## config.mk

```make
export PLATFORM = sky130hd
export DESIGN_NAME = mio_bus_responder
export DESIGN_NICKNAME = d
export VERILOG_FILES = /design/src/rtl/mio_bus_responder.sv
export SDC_FILE = /design/constraint.sdc
export NUM_CORES = 1
export LEC_CHECK = 0
export CORE_MARGIN = 2
export CORE_UTILIZATION = 42
export CTS_BUF_LIST = sky130_fd_sc_hd__clkbuf_4
export CTS_CLUSTER_SIZE = 16
export DETAILED_ROUTE_END_ITERATION = 8
export PLACE_DENSITY = 0.9
export RECOVER_POWER = 50
export SETUP_SLACK_MARGIN = 0.05
export SYNTH_ARGS = -nofsm -noshare
export SYNTH_HDL_FRONTEND = slang
export SYNTH_SLANG_ARGS = --single-unit
```

## constraint.sdc

```tcl
create_clock -name clk -period 4.7 [get_ports clk]
set_input_delay 0.94 -clock clk [delete_from_list [all_inputs] [get_ports clk]]
set_output_delay 0.94 -clock clk [all_outputs]
set_load 0.05 [all_outputs]
```

## src/rtl/mio_bus_responder.sv

```systemverilog
// Memory-mapped I/O responder: accepts one CPU bus request at a time, decodes it to
// data RAM, GPIO and timer regions, and answers with a single-cycle MIO_ready pulse.
module mio_bus_responder #(
   parameter int RAM_LAT = 2
) (
   input  logic        clk,
   input  logic        reset,
   input  logic        CPU_MIO,
   input  logic        MemRead,
   input  logic        MemWrite,
   input  logic [31:0] addr_bus,
   input  logic [31:0] Data_out,
   input  logic [31:0] ram_data_out,
   input  logic [15:0] SW,
   input  logic [31:0] counter_out,
   output logic        MIO_ready,
   output logic [31:0] Cpu_data4bus,
   output logic [9:0]  ram_addr,
   output logic [31:0] ram_data_in,
   output logic        data_ram_we,
   output logic        GPIOe0000000_we,
   output logic        GPIOf0000000_we,
   output logic        counter_we,
   output logic [31:0] Peripheral_in,
   output logic [1:0]  dbg_state
);

   typedef enum logic [1:0] {
      IDLE = 2'd0,
      WAIT = 2'd1,
      ACK  = 2'd2
   } state_t;

   state_t      state;
   logic [3:0]  wait_cnt;
   logic [31:0] gpioe_shadow;

   logic req;
   logic is_ram;
   logic is_gpioe;
   logic is_gpiof;
   logic is_cnt;

   // Handshake: CPU_MIO is a valid held by the CPU until it sees MIO_ready; a request
   // is only taken in IDLE with exactly one of MemRead/MemWrite, and MIO_ready is a
   // one-cycle completion pulse, so the CPU must drop CPU_MIO on the cycle it sees it.
   always_comb begin
      req      = CPU_MIO & (MemRead ^ MemWrite);
      is_ram   = (addr_bus[31:12] == 20'h0_0000);
      is_gpioe = (addr_bus[31:28] == 4'hE);
      is_gpiof = (addr_bus == 32'hF000_0000);
      is_cnt   = (addr_bus == 32'hF000_0004);
   end

   assign dbg_state = state;

   always_ff @(posedge clk or posedge reset) begin
      if (reset) begin
         state           <= IDLE;
         wait_cnt        <= 4'd0;
         gpioe_shadow    <= 32'h0;
         MIO_ready       <= 1'b0;
         Cpu_data4bus    <= 32'h0;
         ram_addr        <= 10'h0;
         ram_data_in     <= 32'h0;
         Peripheral_in   <= 32'h0;
         data_ram_we     <= 1'b0;
         GPIOe0000000_we <= 1'b0;
         GPIOf0000000_we <= 1'b0;
         counter_we      <= 1'b0;
      end else begin
         case (state)
            IDLE: begin
               if (req) begin
                  ram_addr      <= addr_bus[11:2];
                  ram_data_in   <= Data_out;
                  Peripheral_in <= Data_out;
                  if (MemWrite) begin
                     state           <= ACK;
                     MIO_ready       <= 1'b1;
                     data_ram_we     <= is_ram;
                     GPIOe0000000_we <= is_gpioe;
                     GPIOf0000000_we <= is_gpiof;
                     counter_we      <= is_cnt;
                     if (is_gpioe) gpioe_shadow <= Data_out;
                  end else if (is_ram) begin
                     state    <= WAIT;
                     wait_cnt <= 4'(RAM_LAT - 1);
                  end else begin
                     // Peripheral and unmapped reads answer straight from the decode.
                     state     <= ACK;
                     MIO_ready <= 1'b1;
                     if (is_gpioe)      Cpu_data4bus <= gpioe_shadow;
                     else if (is_gpiof) Cpu_data4bus <= {16'h0, SW};
                     else if (is_cnt)   Cpu_data4bus <= counter_out;
                     else               Cpu_data4bus <= 32'h0;
                  end
               end
            end
            WAIT: begin
               if (wait_cnt == 4'd0) begin
                  state        <= ACK;
                  MIO_ready    <= 1'b1;
                  Cpu_data4bus <= ram_data_out;
               end else begin
                  wait_cnt <= wait_cnt - 4'd1;
               end
            end
            ACK: begin
               state           <= IDLE;
               MIO_ready       <= 1'b0;
               data_ram_we     <= 1'b0;
               GPIOe0000000_we <= 1'b0;
               GPIOf0000000_we <= 1'b0;
               counter_we      <= 1'b0;
            end
            default: state <= IDLE;
         endcase
      end
   end

endmodule

```

==> results.json <==
{
  "status": "finished with violations",
  "violations": "capacitance limit, slew limit",
  "cts_setup_buffers": 0,
  "hpwlAfterDp_mm": 12.4,
  "synth_area_mm2": 0.00536,
  "finalHoldWorstSlack_ps": 492,
  "cap_violations": 1,
  "hold_violations": 0,
  "path_cells": "dlygate4sd3_1, inv_1, buf_4",
  "worstPathRequired_ps": 5390,
  "worst_pin_slew_ps": 2600,
  "cts.sinks": 117,
  "synth_top_area_share_pct": 54.6,
  "fin_setup_tns_ps": 0,
  "power_frac_clock_pct": 17.6,
  "place_inst": 825,
  "root_buffer": "clkbuf_4",
  "timing.final.crit_share_pct": 70.6,
  "grt_overflow_total": 0,
  "wire_per_inst_um": 19.6,
  "io-pin-count": 262,
  "start_util_pct": 42.8,
  "syn_area_per_cell_um2": 12.0,
  "drv_slew": 71,
  "p_sw_share_pct": 42.8,
  "cp.arrival_ps": 4000,
  "firstDrtPassIters": 5,
  "final_cells": 856,
  "clk_latency_ps": 550,
  "antenna_found_initial": 0,
  "synth_cell_types": 40,
  "core_mm2": 0.0125,
  "grt_max_degree": 71,
  "synth_edf_count": 0,
  "cts_max_level": 4,
  "synthCells": 445,
  "power_frac_seq_pct": 37.2,
  "post-route-drc-count": 0,
  "ir_worst_vdd_v": 0.000385,
  "port_buffers": 261,
  "detail_route.iter0.violations": 374,
  "slowest_stage": "inv_1",
  "layout.nets": 823,
  "path_delay_family": "buffers and inverters",
  "cts-resized-gates": 0,
  "hold_path_class": "register to register",
  "yosysTopAreaCell": "dfrtp_1",
  "period_minus_slack_ps": 3320,
  "gp_congestion": 0.844,
  "p_leak_nw": 3.33,
  "synth_top_flop_cell": "dfrtp_1",
  "path_buf_inv": 3,
  "grt_usage_pct": 25.0,
  "die_h_um": 117,
  "grt_pass1_wl_mm": 25.5,
  "worst_setup_path_start_kind": "input pin",
  "holdBufCountCts": 0,
  "finalSetupViolCount": 0,
  "cts_tree": "done",
  "p_per_area_mw_per_mm2": 440,
  "antennaDiodeCount": 0,
  "layout_commonest_cell": "clkdlybuf4s50_1",
  "antenna_left": 0,
  "p_switching_mw": 1.52,
  "synth_async_sr_flop_share_pct": 100,
  "timing.fmax_ghz": 0.302,
  "seq_area_frac_synth_pct": 54.6,
  "numCtsBuffers": 17,
  "routed_wl_mm": 16.7,
  "die_x_um": 117,
  "vias": 4675,
  "synth_seq_cells": 117,
  "die-area_mm2": 0.0137,
  "area_delta_synth_final_pct": 50.6,
  "timing.slew.headroom_pct": -73.3,
  "fin_skew_ps": 16.4,
  "final_layout_size_suffix_gt1_share_pct": 12.6,
  "rsz0062_at_grt": "no",
  "critPathMaxFanout": 70,
  "combPwrFrac_pct": 45.2,
  "grt_pass1_vias": 4871,
  "critical_path.max_stage_delay_ps": 1840,
  "drt-vias-per-instance": 5.46,
  "synthTopCellsByArea": "dfrtp_1, mux2_2, mux2_1",
  "cts_max_path_buffers": 2,
  "synth_nets": 596,
  "p_int_mw": 2.03,
  "clk_pin_slew_ps": 90,
  "critical_path_class": "input pin to asynchronous set/reset pin",
  "mostFrequentLayoutCells": "clkdlybuf4s50_1, dfrtp_1, mux2_2",
  "fp-row-count": 41,
  "yosysWarnings": 0,
  "cp-end-kind": "asynchronous set/reset pin"
}
-- through the flow --
| stage | total power [mW] | util (%) | area, µm² | setup slack [ps] |
|---|---|---|---|---|
| finish | 3.55 | 64.5 | 8070 | 1380 |
| global route | 3.70 | 64.5 | 8070 | 845 |
| CTS | 3.58 | 64.7 | 8090 | 1530 |
| detailed placement | 2.95 | 62.8 | 7870 | 1270 |
| global placement | 2.92 | 62.8 | 7870 | 1400 |
| floorplan | 2.39 | - | 5360 | 659 |
-- worst paths after layout --
path                                 start  cells after the start  slack (ps)                 to
setup reg to reg               wait_cnt[0]                      8        2200   Cpu_data4bus[10]
min in group asynchronous            reset                      2        1750   Cpu_data4bus[10]
hold / removal             gpioe_shadow[6]                      1         490    gpioe_shadow[6]
hold reg to reg            gpioe_shadow[6]                      1         490    gpioe_shadow[6]
setup / recovery                     reset                      3        1380    gpioe_shadow[8]
max in group clk                  MemWrite                      6        1570  Peripheral_in[15]
-- power groups by stage --
stage	Combinational (mW)	Sequential [mW]	Clock, mW
after floorplan	0.562	1.83	0
after global placement	1.59	1.32	0
after detailed placement	1.61	1.34	0
after CTS	1.62	1.32	0.638
after global routing	1.67	1.34	0.688
final	1.60	1.32	0.626
-- sequential cells by signal, summed over array words and instances (netlist names) --
name             flops
Cpu_data4bus        32
Peripheral_in       32
gpioe_shadow        32
ram_addr            10
wait_cnt             4
dbg_state            2
GPIOe0000000_we      1
GPIOf0000000_we      1
MIO_ready            1
counter_we           1
data_ram_we          1
-- routing by layer --
layer | up-vias | global-route usage (%) | part of all wire, %
li1 | 2087 | - | -
met5 | - | 0 | 0
met4 | 0 | 11.2 | 2.8
met3 | 42 | 7.00 | 7.7
met1 | 2304 | 29.2 | 37
met2 | 242 | 42.9 | 52
-- cell families (layout without fill, tap and decap cells) --
group / count (synthesis) / after routing / synth area share [%]
compound gates: 105 / 105 / 13.4
buf+inv: 67 / 306 / 7.68
mux: 74 / 74 / 15.5
fa+ha+maj: 2 / 2 / 0.467
simple gates: 79 / 79 / 8.10
xor+xnor: 1 / 1 / 0.163
flops: 117 / 117 / 54.6
-- final cells by class --
class	instances	area [µm²]
clock buffer	18	135
clock inverter	13	92.6
fill	974	4440
inverter	7	26.3
multi-input combinational	261	2010
sequential	117	2930
tap	172	215
timing repair buffer	268	2660
-- synthesized netlist by cell type (2+ instances only) --
library cell	count
o21ai_0	8
and3_1	2
o22ai_1	34
ha_1	2
nor2_1	24
mux2_2	44
inv_1	7
a221oi_1	32
nor3_1	3
a21oi_1	21
a22oi_1	4
mux2_1	30
nand4bb_1	2
buf_2	8
clkbuf_1	15
nand2_1	25
nand3_1	5
nor4_4	2
dfrtp_1	117
buf_4	34
buf_6	3
nor4_1	5
Power figures use the tool's default switching activity.
